File: src/rtl/instr_prefetch.sv
// Instruction-byte prefetch queue: fetches sequential program bytes into a DEPTH-entry FIFO for CPU decode.
// Head byte is visible one cycle after its mem_ready; fetching stalls when the queue is full and resumes on pop.
module instr_prefetch #(
  parameter int DEPTH = 4
) (
  input  logic        clk,
  input  logic        reset,
  output logic [15:0] mem_addr,
  output logic        mem_rd_en,
  input  logic [7:0]  mem_data,
  input  logic        mem_ready,
  output logic        ins_valid,
  output logic [7:0]  ins_byte,
  output logic [15:0] ins_pc,
  input  logic        ins_pop,
  input  logic        flush,
  input  logic [15:0] flush_pc
);

  localparam int PTR_W = (DEPTH > 1) ? $clog2(DEPTH) : 1;
  localparam int CNT_W = PTR_W + 1;
  localparam logic [CNT_W-1:0] CNT_FULL = CNT_W'(DEPTH);
  localparam logic [CNT_W-1:0] CNT_ONE  = CNT_W'(1);
  localparam logic [PTR_W-1:0] PTR_ONE  = PTR_W'(1);

  typedef enum logic {IDLE = 1'b0, FETCH = 1'b1} state_t;

  state_t           state_q, state_d;
  logic [PTR_W-1:0] head_q, tail_q;
  logic [CNT_W-1:0] count_q, count_d;
  logic [15:0]      fetch_pc_q;

  logic [7:0]  byte_mem [DEPTH];
  logic [15:0] pc_mem   [DEPTH];

  logic full, empty, push, pop_ok;

  assign full   = (count_q == CNT_FULL);
  assign empty  = (count_q == '0);
  assign pop_ok = ins_pop && !empty && !flush;
  // A full queue may still accept a byte when the head leaves on the same edge.
  assign push   = mem_rd_en && mem_ready && !flush && (!full || pop_ok);

  assign mem_rd_en = (state_q == FETCH);
  assign mem_addr  = fetch_pc_q;

  assign ins_valid = !empty;
  assign ins_byte  = byte_mem[head_q];
  assign ins_pc    = pc_mem[head_q];

  always_comb begin
    count_d = count_q;
    state_d = state_q;
    if (flush) begin
      count_d = '0;
      state_d = FETCH;
    end else begin
      case ({push, pop_ok})
        2'b10:   count_d = count_q + CNT_ONE;
        2'b01:   count_d = count_q - CNT_ONE;
        default: count_d = count_q;
      endcase
      case (state_q)
        IDLE:    if (count_d < CNT_FULL) state_d = FETCH;
        FETCH:   if (push && (count_d == CNT_FULL)) state_d = IDLE;
        default: state_d = IDLE;
      endcase
    end
  end

  always_ff @(posedge clk or negedge reset) begin
    if (!reset) begin
      state_q    <= IDLE;
      count_q    <= '0;
      head_q     <= '0;
      tail_q     <= '0;
      fetch_pc_q <= 16'h0000;
    end else begin
      state_q <= state_d;
      count_q <= count_d;
      if (flush) begin
        head_q     <= tail_q;
        fetch_pc_q <= flush_pc;
      end else begin
        if (push) begin
          tail_q     <= tail_q + PTR_ONE;
          fetch_pc_q <= fetch_pc_q + 16'h0001;
        end
        if (pop_ok) head_q <= head_q + PTR_ONE;
      end
    end
  end

  // Payload storage needs no reset: ins_valid gates every read.
  always_ff @(posedge clk) begin
    if (push) begin
      byte_mem[tail_q] <= mem_data;
      pc_mem[tail_q]   <= fetch_pc_q;
    end
  end

endmodule

File: config.mk
export PLATFORM = sky130hd
export DESIGN_NAME = instr_prefetch
export DESIGN_NICKNAME = d
export VERILOG_FILES = /design/src/rtl/instr_prefetch.sv
export SDC_FILE = /design/constraint.sdc
export NUM_CORES = 1
export LEC_CHECK = 0
export CAP_MARGIN = 40
export CORE_MARGIN = 1
export CORE_UTILIZATION = 45
export DETAILED_ROUTE_END_ITERATION = 6
export PLACE_DENSITY = 0.68
export SLEW_MARGIN = 20
export SYNTH_ARGS = -nofsm -noshare
export SYNTH_HDL_FRONTEND = slang
export SYNTH_SLANG_ARGS = --single-unit
File: constraint.sdc
create_clock -name clk -period 3.85 [get_ports clk]
set_clock_uncertainty 0.2 [all_clocks]
set_input_delay 0.5775 -clock clk [delete_from_list [all_inputs] [get_ports clk]]
set_output_delay 0.5775 -clock clk [all_outputs]
set_load 0.02 [all_outputs]
==> impl_table.tex, run 1 <==
\begin{tabular}{lr}
\hline
Metric & Value \\
\hline
\multicolumn{2}{l}{\textbf{Timing}} \\
Final clock period utilization by the worst path & 0.872 \\
Summed negative setup slack over all endpoints & 0 ps \\
Final worst slack & 493 ps \\
Unrepaired setup endpoints after global routing & no \\
Final critical-path required period & 3360 ps \\
Max-slew violation count & 0 \\
Fmax achieved & 298 MHz \\
Count of final hold-check violations & 0 \\
Number of endpoints failing setup at the final stage & 0 \\
Actual slew at the worst max-slew pin & 558 ps \\
Worst max-slew margin expressed relative to the limit & 0.625 \\
\multicolumn{2}{l}{\textbf{Floorplan}} \\
Die X-Extent & 108 um \\
\# IOs & 71 \\
Number of cell rows & 38 \\
Die height & 108 um \\
Floorplan Core Area & 10800 sq um \\
Overall die area & 11600 sq um \\
Effective utilization at floorplan & 0.464 \\
\multicolumn{2}{l}{\textbf{Global routing}} \\
Initial antenna violation count & 0 \\
First-pass GRT wire length & 15700 um \\
Number of global-route vias before repair & 3008 \\
Grt ovf & 0 \\
Pin count of the biggest net entering global routing & 32 \\
Overall routing resource usage & 0.188 \\
\multicolumn{2}{l}{\textbf{Pwr}} \\
Combinational share of power & 0.258 \\
Clock power frac & 0.361 \\
Pwr dens & 682 nW/um\^{}2 \\
Total power after layout & 4.48 mW \\
Net switching component of the power & 1.25 mW \\
Worst supply voltage drop on vdd & 276 uV \\
Sw frac & 0.279 \\
Power share of the sequential group & 0.381 \\
Leakage power total & 2.24 nW \\
Internal power component & 3.23 mW \\
\multicolumn{2}{l}{\textbf{Routing}} \\
Length of the first detailed-routing pass in iterations & 4 \\
Total routed wirelength & 9820 um \\
Drt initial violations & 194 \\
Average wire length per cell after detail routing & 18.4 um \\
Routed vias/inst & 5.47 \\
DRC viols & 0 \\
Overall via count from detail\_route & 2923 \\
Remaining antenna violation count & 0 \\
\multicolumn{2}{l}{\textbf{Synthesis}} \\
Number of flip-flops and latches in the synthesized netlist & 120 \\
Register area share after synthesis & 0.693 \\
Biggest area contributors in the synthesized netlist & sky130\_fd\_sc\_hd\_\_edfxtp\_1 (57\%), sky130\_fd\_sc\_hd\_\_dfrtp\_1 (12\%), sky130\_fd\_sc\_hd\_\_mux4\_2 (11\%) \\
Cell taking the most area after synthesis & sky130\_fd\_sc\_hd\_\_edfxtp\_1 \\
Net count after synthesis & 329 \\
Gate Count Post-Synth & 294 \\
Synthesized area & 5020 sq um \\
Number of enable-type register cells in the synthesized netlist & 96 \\
Area share of the largest cell type after synthesis & 0.574 \\
Most instantiated cells after synthesis & sky130\_fd\_sc\_hd\_\_edfxtp\_1 (96), sky130\_fd\_sc\_hd\_\_dfrtp\_1 (24), sky130\_fd\_sc\_hd\_\_mux4\_2 (24), sky130\_fd\_sc\_hd\_\_nand2\_1 (18), sky130\_fd\_sc\_hd\_\_o21ai\_0 (14) \\
Post-synth ARST share & 0.200 \\
Post-synthesis average cell area & 17.1 sq um \\
Distinct cell type count of the synthesized netlist & 48 \\
Number of warning messages in the yosys log & 0 \\
Most common cell in the netlist & sky130\_fd\_sc\_hd\_\_edfxtp\_1 \\
Predominant post-synthesis flop cell & sky130\_fd\_sc\_hd\_\_edfxtp\_1 \\
\multicolumn{2}{l}{\textbf{Critical path}} \\
Worst path top cell family by delay & buffers and inverters \\
Reg2reg end & mem\_rd\_en \\
Critical path buffers and inverters & 2 \\
Startpoint-to-endpoint class of the critical path & reg -> out \\
Maximum net fanout on the critical path & 15 \\
Slack of the worst reg-to-reg path & 1190 ps \\
Critical-path cell with the highest stage delay & sky130\_fd\_sc\_hd\_\_dfrtp\_2 \\
Arr. time, crit path & 2580 ps \\
Required time of the critical path & 3070 ps \\
CP max stage delay & 700 ps \\
Reg-to-reg critical path startpoint & mem\_rd\_en \\
Cells on worst reg2reg path & 7 \\
Capturing element type of the critical path & output pin \\
Crit path cell chain & buf\_4 -> mux4\_2 -> clkdlybuf4s50\_1 \\
Category of the worst setup path launch point & flop \\
\multicolumn{2}{l}{\textbf{Cells and area}} \\
Number of inserted filler cells in the final layout & 821 \\
Area growth from synthesis to layout & 30.7\% \\
Number of nets in the finished design & 417 \\
Post-layout utilization of the core & 0.606 \\
Diodes inserted & 0 \\
Share of final-layout standard cells stronger than drive strength 1 & 0.203 \\
\multicolumn{2}{l}{\textbf{Clocking}} \\
Post CTS Setup Buffer Count & 0 \\
Worst-case clock buffer depth & 2 \\
Clk Latency, worst-skew pair & 510 ps \\
Clock tree from TritonCTS & built \\
Cell chosen for the clock root & sky130\_fd\_sc\_hd\_\_clkbuf\_8 \\
TritonCTS Sinks & 120 \\
Clock transition at the registers of the reported paths & 60 ps \\
Hold buffer count at CTS & 0 \\
CTS Buf Count & 17 \\
Maximum level of the CTS H-tree & 4 \\
Post\_cts resized & 0 \\
\multicolumn{2}{l}{\textbf{Place}} \\
Sum of net half-perimeters after detailed placement & 6320 um \\
Port bufs & 70 \\
Post-placement setup slack & 561 ps \\
Final weighted congestion in routability-driven placement & 0.808 \\
\multicolumn{2}{l}{\textbf{Job}} \\
Maximum capacitance violations & 0 \\
\multicolumn{2}{l}{\textbf{Status}} \\
Run status & finished, final reports clean \\
\multicolumn{2}{l}{\textbf{Worst hold path}} \\
Hold Path Class & in -> async \\
\hline
\end{tabular}
-- stage by stage --
step | hold slack (ps) | cell area [sq um] | std cells
floorplan | 81.9 | 5020 | 294
global placement | 342 | 5960 | 503
detailed placement | 343 | 5960 | 503
CTS | 216 | 6570 | 534
global route | 235 | 6570 | 534
finish | 223 | 6570 | 534
-- power groups by stage --
stage	Sequential, mW	Clock (mW)	Combinational (mW)
2_1_floorplan	1.67	0	0.718
3_3_place_gp	1.73	0	1.16
3_5_place_dp	1.73	0	1.17
4_1_cts	1.71	1.64	1.18
5_1_grt	1.73	1.70	1.24
6_report	1.71	1.62	1.16
-- placed cells by master (no fill, tap or decap), types with 5 or more instances in the layout --
cell type / synthesis / final
sky130_fd_sc_hd__o21ai_0: 14 / 14
sky130_fd_sc_hd__edfxtp_1: 96 / 96
sky130_fd_sc_hd__ha_1: 5 / 5
sky130_fd_sc_hd__clkdlybuf4s50_1: 0 / 70
sky130_fd_sc_hd__buf_4: 0 / 12
sky130_fd_sc_hd__dfrtp_1: 24 / 23
sky130_fd_sc_hd__and2_1: 6 / 6
sky130_fd_sc_hd__nor2_1: 9 / 9
sky130_fd_sc_hd__a31oi_1: 7 / 7
sky130_fd_sc_hd__mux4_2: 24 / 24
sky130_fd_sc_hd__xnor2_1: 11 / 11
sky130_fd_sc_hd__inv_1: 9 / 9
sky130_fd_sc_hd__clkbuf_16: 0 / 16
sky130_fd_sc_hd__nand4_1: 7 / 7
sky130_fd_sc_hd__nand2_1: 18 / 18
-- flip-flops by register name, indices dropped and copies added, names as in the netlist --
signal / cells
pc_mem: 64
byte_mem: 32
mem_addr: 16
count_q: 3
head_q: 2
tail_q: 2
mem_rd_en: 1
-- metal layers --
| metal | global-route usage | wire, um | vias to the layer above |
|---|---|---|---|
| met2 | 0.302 | 4830 | 111 |
| met1 | 0.241 | 4300 | 1461 |
| met4 | 0.0675 | 104 | 0 |
| li1 | - | - | 1340 |
| met5 | 0 | 0 | - |
| met3 | 0.0587 | 587 | 11 |
-- worst max-delay path by stage --
stage              start           to  slack (ps)  depth (start not counted)
6_report       head_q[0]  ins_byte[3]         490                          3
5_1_grt        head_q[0]    ins_pc[5]         320                          3
4_1_cts        head_q[0]  ins_byte[3]         400                          3
3_5_place_dp   mem_ready    mem_rd_en         560                          8
3_3_place_gp   mem_ready    mem_rd_en         680                          8
2_1_floorplan      flush    mem_rd_en        1240                          8
-- cells by family (layout without fill, tap and decap cells) --
logic type / count (synthesis) / count (layout) / synth area share
multiplexers: 27 / 27 / 0.114
XOR/XNOR: 13 / 13 / 0.0227
AO/OA/AOI/OAI: 36 / 36 / 0.0488
buffers and inverters: 24 / 124 / 0.0219
AND/OR/NAND/NOR: 68 / 68 / 0.0832
flip-flops: 120 / 120 / 0.693
adder cells (fa/ha/maj): 6 / 6 / 0.0164
-- cell type report --
class / instances / area (sq um) / area share
inverters: 9 / 33.8 / 0.00514
repair buffers: 84 / 831 / 0.127
clock inverters: 14 / 198 / 0.0301
multi-input cells: 150 / 1430 / 0.218
flip-flops and latches: 120 / 3480 / 0.531
clock buffers: 17 / 414 / 0.0631
well taps: 140 / 175 / 0.0267
Power figures use the tool's default switching activity.
==> inputs of run 2 (changes only) <==
--- a/config.mk
+++ b/config.mk
@@ -10,6 +10,7 @@
 export CORE_UTILIZATION = 45
 export DETAILED_ROUTE_END_ITERATION = 6
 export PLACE_DENSITY = 0.68
+export SETUP_SLACK_MARGIN = 0.4
 export SLEW_MARGIN = 20
 export SYNTH_ARGS = -nofsm -noshare
 export SYNTH_HDL_FRONTEND = slang
==> run 2 against run 1 <==
Sequential share of layout area about the same. Final area about the same. Highest routed layer unchanged. Wire length increased by 0.19%. Global-route usage unchanged.
==> impl_table.tex, run 2 (same netlist as run 1, synthesis figures left out) <==
\begin{tabular}{lr}
\hline
Metric & Value \\
\hline
\multicolumn{2}{l}{\textbf{Timing}} \\
Final clock period utilization by the worst path & 0.844 (was 0.872) \\
Worst max-slew margin expressed relative to the limit & 0.626 (was 0.625) \\
Actual slew at the worst max-slew pin & 557 ps (was 558 ps) \\
Fmax achieved & 308 MHz (was 298 MHz) \\
Summed negative setup slack over all endpoints & 0 ps (unchanged) \\
Unrepaired setup endpoints after global routing & no (unchanged) \\
Final worst slack & 600 ps (was 493 ps) \\
Final critical-path required period & 3250 ps (was 3360 ps) \\
Count of final hold-check violations & 0 (unchanged) \\
Max-slew violation count & 0 (unchanged) \\
Number of endpoints failing setup at the final stage & 0 (unchanged) \\
\multicolumn{2}{l}{\textbf{Cells and area}} \\
Final Non-Filler Cells & 534 (unchanged) \\
Post-layout utilization of the core & 0.606 (about the same) \\
Area growth from synthesis to layout & 30.8\% (was 30.7\%) \\
Commonest cells after routing, fill and taps aside & sky130\_fd\_sc\_hd\_\_edfxtp\_1 (96), sky130\_fd\_sc\_hd\_\_clkdlybuf4s50\_1 (70), sky130\_fd\_sc\_hd\_\_mux4\_2 (24), sky130\_fd\_sc\_hd\_\_dfrtp\_1 (23), sky130\_fd\_sc\_hd\_\_nand2\_1 (18) (unchanged) \\
Number of flip-flops in the largest register & 64 (unchanged) \\
Number of nets in the finished design & 417 (unchanged) \\
Diodes inserted & 0 (unchanged) \\
Register with the most flip-flops & pc\_mem (unchanged) \\
Most common library cell in the layout ignoring fill and taps & sky130\_fd\_sc\_hd\_\_edfxtp\_1 (unchanged) \\
Share of final-layout standard cells stronger than drive strength 1 & 0.203 (unchanged) \\
\multicolumn{2}{l}{\textbf{Critical path}} \\
Capturing element type of the critical path & output pin (unchanged) \\
Required time of the critical path & 3070 ps (about the same) \\
Maximum net fanout on the critical path & 15 (unchanged) \\
CP max stage delay & 620 ps (was 700 ps) \\
Critical-path cell with the highest stage delay & sky130\_fd\_sc\_hd\_\_dfrtp\_4 (was sky130\_fd\_sc\_hd\_\_dfrtp\_2) \\
Category of the worst setup path launch point & flop (unchanged) \\
Worst path top cell family by delay & buffers and inverters (unchanged) \\
Arr. time, crit path & 2470 ps (was 2580 ps) \\
Crit path cell chain & buf\_4 -> mux4\_2 -> clkdlybuf4s50\_1 (unchanged) \\
Startpoint-to-endpoint class of the critical path & reg -> out (unchanged) \\
Critical path buffers and inverters & 2 (unchanged) \\
\multicolumn{2}{l}{\textbf{Pwr}} \\
Power share of the sequential group & 0.381 (about the same) \\
Internal power component & 3.23 mW (about the same) \\
Net switching component of the power & 1.25 mW (about the same) \\
Sw frac & 0.279 (about the same) \\
Clock power frac & 0.361 (about the same) \\
Worst supply voltage drop on vdd & 276 uV (about the same) \\
Leakage power total & 2.24 nW (about the same) \\
Combinational share of power & 0.258 (about the same) \\
Pwr dens & 682 nW/um\^{}2 (about the same) \\
Total power after layout & 4.48 mW (about the same) \\
\multicolumn{2}{l}{\textbf{Routing}} \\
Overall via count from detail\_route & 2912 (was 2923) \\
Remaining antenna violation count & 0 (unchanged) \\
DRC viols & 0 (unchanged) \\
Drt initial violations & 194 (unchanged) \\
Average wire length per cell after detail routing & 18.4 um (about the same) \\
Total routed wirelength & 9840 um (was 9820 um) \\
Routed vias/inst & 5.45 (was 5.47) \\
Length of the first detailed-routing pass in iterations & 4 (unchanged) \\
\multicolumn{2}{l}{\textbf{Place}} \\
Cell total after placement & 503 (unchanged) \\
Port bufs & 70 (unchanged) \\
Sum of net half-perimeters after detailed placement & 6320 um (unchanged) \\
Final weighted congestion in routability-driven placement & 0.808 (unchanged) \\
Post-placement setup slack & 561 ps (unchanged) \\
\multicolumn{2}{l}{\textbf{Status}} \\
Run status & finished, final reports clean (unchanged) \\
\multicolumn{2}{l}{\textbf{Floorplan}} \\
Overall die area & 11600 sq um (unchanged) \\
Floorplan Core Area & 10800 sq um (unchanged) \\
\# IOs & 71 (unchanged) \\
Die X-Extent & 108 um (unchanged) \\
Number of cell rows & 38 (unchanged) \\
Die height & 108 um (unchanged) \\
Effective utilization at floorplan & 0.464 (unchanged) \\
\multicolumn{2}{l}{\textbf{Clocking}} \\
CTS Buf Count & 17 (unchanged) \\
Maximum level of the CTS H-tree & 4 (unchanged) \\
Clock tree from TritonCTS & built (unchanged) \\
TritonCTS Sinks & 120 (unchanged) \\
Post CTS Setup Buffer Count & 0 (unchanged) \\
Clock transition at the registers of the reported paths & 60 ps (about the same) \\
Clk Latency, worst-skew pair & 510 ps (about the same) \\
Cell chosen for the clock root & sky130\_fd\_sc\_hd\_\_clkbuf\_8 (unchanged) \\
Worst-case clock buffer depth & 2 (unchanged) \\
\multicolumn{2}{l}{\textbf{Global routing}} \\
Pin count of the biggest net entering global routing & 32 (unchanged) \\
First-pass GRT wire length & 15700 um (unchanged) \\
Grt ovf & 0 (unchanged) \\
Number of global-route vias before repair & 3008 (unchanged) \\
Initial antenna violation count & 0 (unchanged) \\
Overall routing resource usage & 0.188 (unchanged) \\
\multicolumn{2}{l}{\textbf{Worst hold path}} \\
Hold Path Class & in -> async (unchanged) \\
\multicolumn{2}{l}{\textbf{Job}} \\
Maximum capacitance violations & 0 (unchanged) \\
\hline
\end{tabular}
run 2: cell counts in the layout (fill, tap and decap cells not counted):
Identical to the previous run, type by type.
run 2: final cells by class:
type | instances | area (sq um)
Sequential cell | 120 | 3490
Multi-Input combinational cell | 150 | 1430
Clock buffer | 17 | 414
Fill cell | 820 | 4270
Tap cell | 140 | 175
Clock inverter | 14 | 198
Timing Repair Buffer | 84 | 831
Inverter | 9 | 33.8
run 2: worst paths after layout:
check                          start           to  slack (ps)  cells after the start
max in group asynchronous      reset    head_q[0]        2940                      2
max                        head_q[0]  ins_byte[3]         600                      3
min in group clk           tail_q[0]    head_q[0]         360                      2
max reg2reg                mem_rd_en    mem_rd_en        1190                      7
min reg2reg                tail_q[0]    head_q[0]         360                      2
min                            reset  mem_addr[8]         220                      2
run 2: metal layers:
layer,vias up,track usage,part of all wire
li1,1338,-,-
met1,1461,0.241,0.44
met2,102,0.302,0.49
met3,11,0.0587,0.059
met4,0,0.0675,0.011
met5,-,0,0
run 2: power groups by stage:
| stage | Combinational, mW | Clock [mW] | Sequential (mW) |
|---|---|---|---|
| floorplan | 0.718 | 0 | 1.67 |
| global placement | 1.16 | 0 | 1.73 |
| detailed placement | 1.17 | 0 | 1.73 |
| CTS | 1.18 | 1.64 | 1.71 |
| global route | 1.24 | 1.70 | 1.73 |
| finish | 1.16 | 1.62 | 1.71 |
run 2: repair_timing:
| item | CTS | global route |
|---|---|---|
| setup endpoints to repair | 0 | 12 |
| resized for setup | 0 | 1 |
| hold buffers | 0 | 0 |
run 2: metrics by stage:
stage / area (sq um) / hold WS [ps]
finish: 6570 / 222
global route: 6570 / 235
CTS: 6570 / 216
global placement: 5960 / 342
detailed placement: 5960 / 343
floorplan: 5020 / 81.9
==> inputs of run 3 (changes only) <==
==> constraint.sdc (replaced) <==
create_clock -name clk -period 3.2 [get_ports clk]
set_clock_uncertainty 0.2 [all_clocks]
set_input_delay 0.48 -clock clk [delete_from_list [all_inputs] [get_ports clk]]
set_output_delay 0.48 -clock clk [all_outputs]
set_load 0.02 [all_outputs]
==> run 3 against run 2 <==
Worst setup slack worse by 52 ps. Hold slack worse by 89 ps. Clock power up 9%. Global-route usage up 0.20 points. Core utilization down 0.25 points. Sequential cell count unchanged. Clock-buffer cell count up 2. Sequential power up 18%. Via count up 0.10%. Combinational power up 16%. Register-to-register slack worse by 500 ps.
==> impl_table.tex, run 3 (same netlist as run 1, synthesis figures left out) <==
\begin{tabular}{lr}
\hline
Metric & Value \\
\hline
\multicolumn{2}{l}{\textbf{Status}} \\
Run status & finished, final reports clean (unchanged) \\
\multicolumn{2}{l}{\textbf{Place}} \\
Final weighted congestion in routability-driven placement & 0.846 (was 0.808) \\
Sum of net half-perimeters after detailed placement & 6470 um (was 6320 um) \\
Port bufs & 70 (unchanged) \\
Cell total after placement & 503 (unchanged) \\
\multicolumn{2}{l}{\textbf{Timing}} \\
Worst Hold Margin & 133 ps (was 222 ps) \\
Number of endpoints failing setup at the final stage & 0 (unchanged) \\
Count of final hold-check violations & 0 (unchanged) \\
Worst max-slew margin expressed relative to the limit & 0.531 (was 0.626) \\
Max-slew violation count & 0 (unchanged) \\
Final critical-path required period & 2650 ps \\
Summed negative setup slack over all endpoints & 0 ps (unchanged) \\
Fmax achieved & 377 MHz \\
Actual slew at the worst max-slew pin & 700 ps (was 557 ps) \\
Final clock period utilization by the worst path & 0.829 \\
Unrepaired setup endpoints after global routing & no (unchanged) \\
\multicolumn{2}{l}{\textbf{Floorplan}} \\
Overall die area & 11600 sq um (unchanged) \\
Floorplan Core Area & 10800 sq um (unchanged) \\
Number of cell rows & 38 (unchanged) \\
Die X-Extent & 108 um (unchanged) \\
Effective utilization at floorplan & 0.464 (unchanged) \\
Die height & 108 um (unchanged) \\
\# IOs & 71 (unchanged) \\
\multicolumn{2}{l}{\textbf{Clocking}} \\
Hold buffer count at CTS & 0 (unchanged) \\
CTS Buf Count & 17 (unchanged) \\
Cell chosen for the clock root & sky130\_fd\_sc\_hd\_\_clkbuf\_8 (unchanged) \\
Worst-case clock buffer depth & 2 (unchanged) \\
Maximum level of the CTS H-tree & 4 (unchanged) \\
Clock transition at the registers of the reported paths & 60 ps (about the same) \\
Clk Latency, worst-skew pair & 510 ps (about the same) \\
TritonCTS Sinks & 120 (unchanged) \\
Clock tree from TritonCTS & built (unchanged) \\
\multicolumn{2}{l}{\textbf{Global routing}} \\
Pin count of the biggest net entering global routing & 31 (was 32) \\
Grt ovf & 0 (unchanged) \\
Initial antenna violation count & 0 (unchanged) \\
First-pass GRT wire length & 15800 um (was 15700 um) \\
Overall routing resource usage & 0.190 (was 0.188) \\
Number of global-route vias before repair & 3047 (was 3008) \\
\multicolumn{2}{l}{\textbf{Routing}} \\
Total routed wirelength & 9800 um (was 9840 um) \\
Drt initial violations & 144 (was 194) \\
Overall via count from detail\_route & 2915 (was 2912) \\
Routed vias/inst & 5.44 (was 5.45) \\
DRC viols & 0 (unchanged) \\
Length of the first detailed-routing pass in iterations & 4 (unchanged) \\
Average wire length per cell after detail routing & 18.3 um (was 18.4 um) \\
Remaining antenna violation count & 0 (unchanged) \\
\multicolumn{2}{l}{\textbf{Cells and area}} \\
Diodes inserted & 0 (unchanged) \\
Register with the most flip-flops & pc\_mem (unchanged) \\
Final Non-Filler Cells & 536 (was 534) \\
Commonest cells after routing, fill and taps aside & sky130\_fd\_sc\_hd\_\_edfxtp\_1 (96), sky130\_fd\_sc\_hd\_\_clkdlybuf4s50\_1 (45), sky130\_fd\_sc\_hd\_\_mux4\_2 (24), sky130\_fd\_sc\_hd\_\_dlygate4sd2\_1 (24), sky130\_fd\_sc\_hd\_\_dfrtp\_1 (23) (was sky130\_fd\_sc\_hd\_\_edfxtp\_1 (96), sky130\_fd\_sc\_hd\_\_clkdlybuf4s50\_1 (70), sky130\_fd\_sc\_hd\_\_mux4\_2 (24), sky130\_fd\_sc\_hd\_\_dfrtp\_1 (23), sky130\_fd\_sc\_hd\_\_nand2\_1 (18)) \\
Area growth from synthesis to layout & 30.2\% (was 30.8\%) \\
Share of final-layout standard cells stronger than drive strength 1 & 0.189 (was 0.203) \\
Number of flip-flops in the largest register & 64 (unchanged) \\
Most common library cell in the layout ignoring fill and taps & sky130\_fd\_sc\_hd\_\_edfxtp\_1 (unchanged) \\
Number of nets in the finished design & 418 (was 417) \\
\multicolumn{2}{l}{\textbf{Pwr}} \\
Pwr dens & 783 nW/um\^{}2 (was 682 nW/um\^{}2) \\
Leakage power total & 2.29 nW (was 2.24 nW) \\
Worst supply voltage drop on vdd & 351 uV (was 276 uV) \\
\multicolumn{2}{l}{\textbf{Critical path}} \\
Required time of the critical path & 2520 ps (was 3070 ps) \\
Capturing element type of the critical path & output pin (unchanged) \\
Startpoint-to-endpoint class of the critical path & reg -> out (unchanged) \\
Category of the worst setup path launch point & flop (unchanged) \\
Arr. time, crit path & 1970 ps (was 2470 ps) \\
Maximum net fanout on the critical path & 20 (was 15) \\
\multicolumn{2}{l}{\textbf{Worst hold path}} \\
Hold Path Class & in -> async (unchanged) \\
\multicolumn{2}{l}{\textbf{Job}} \\
Maximum capacitance violations & 0 (unchanged) \\
\hline
\end{tabular}
-- run 3: changes by cell type in the layout (fill, tap and decap cells not counted), moves of 3 or more --
cell                              change
sky130_fd_sc_hd__buf_4                -3
sky130_fd_sc_hd__dlygate4sd2_1       +24
sky130_fd_sc_hd__clkinv_1             +5
sky130_fd_sc_hd__clkinvlp_4           -3
sky130_fd_sc_hd__clkdlybuf4s50_1     -25
sky130_fd_sc_hd__clkinv_2             +3
sky130_fd_sc_hd__clkinv_4             -3
sky130_fd_sc_hd__buf_12               +4
-- run 3: repair_timing --
| item | in CTS | in global routing |
|---|---|---|
| pin swaps | 0 | 0 |
| endpoints found under the setup margin | 24 | 1 |
| endpoints found under the hold margin | 0 | 0 |
| gates resized for setup | 24 | 1 |
| buffers inserted | 1 | 0 |
-- run 3: critical path, stage by stage (launching register included) --
cell	delay, ps
sky130_fd_sc_hd__dfrtp_2	380
sky130_fd_sc_hd__buf_12	210
sky130_fd_sc_hd__mux4_2	540
sky130_fd_sc_hd__dlygate4sd2_1	340
-- run 3: area by class of cell --
cell class / instances / area [sq um]
clock inverter: 13 / 135
clock buffer: 19 / 422
tap: 140 / 175
timing repair buffer: 85 / 861
inverter: 9 / 33.8
sequential: 120 / 3480
fill: 810 / 4300
multi-input combinational: 150 / 1430
-- run 3: path summary, 6_finish.rpt --
path / start / endpoint / slack (ps) / cells past startpoint
worst min-delay path: reset / mem_addr[6] / 130 / 2
worst max-delay path: head_q[0] / ins_pc[2] / 550 / 3
max in group asynchronous: reset / head_q[0] / 2390 / 2
worst min register to register: tail_q[1] / head_q[1] / 380 / 2
min in group clk: flush_pc[6] / mem_addr[6] / 340 / 3
worst max register to register: count_q[0] / mem_rd_en / 690 / 7
-- run 3: per-stage QoR --
| step | util | worst slack (ps) | instance area, sq um | power [mW] |
|---|---|---|---|---|
| 4_1_cts | 0.603 | 413 | 6540 | 5.19 |
| 2_1_floorplan | - | 681 | 5020 | 2.87 |
| 3_5_place_dp | 0.554 | 350 | 6010 | 3.53 |
| 3_3_place_gp | 0.554 | 419 | 6010 | 3.52 |
| 5_1_grt | 0.604 | 473 | 6540 | 5.36 |
| 6_report | 0.604 | 548 | 6540 | 5.12 |
-- run 3: report_power, final --
| group | internal [mW] | switching, mW | leakage, nW | total [mW] |
|---|---|---|---|---|
| registers | 1.89 | 0.134 | 1.15 | 2.02 |
| clock network | 1.16 | 0.600 | 0.270 | 1.76 |
| logic | 0.653 | 0.690 | 0.862 | 1.34 |
| total | 3.70 | 1.42 | 2.29 | 5.12 |
-- run 3: routing by layer --
layer  GRT usage  wire, um  up-vias
met4      0.0802       137        0
met1       0.238      4240     1467
met3      0.0515       426       14
met2       0.310      5000       84
li1            -         -     1350
met5           0         0        -
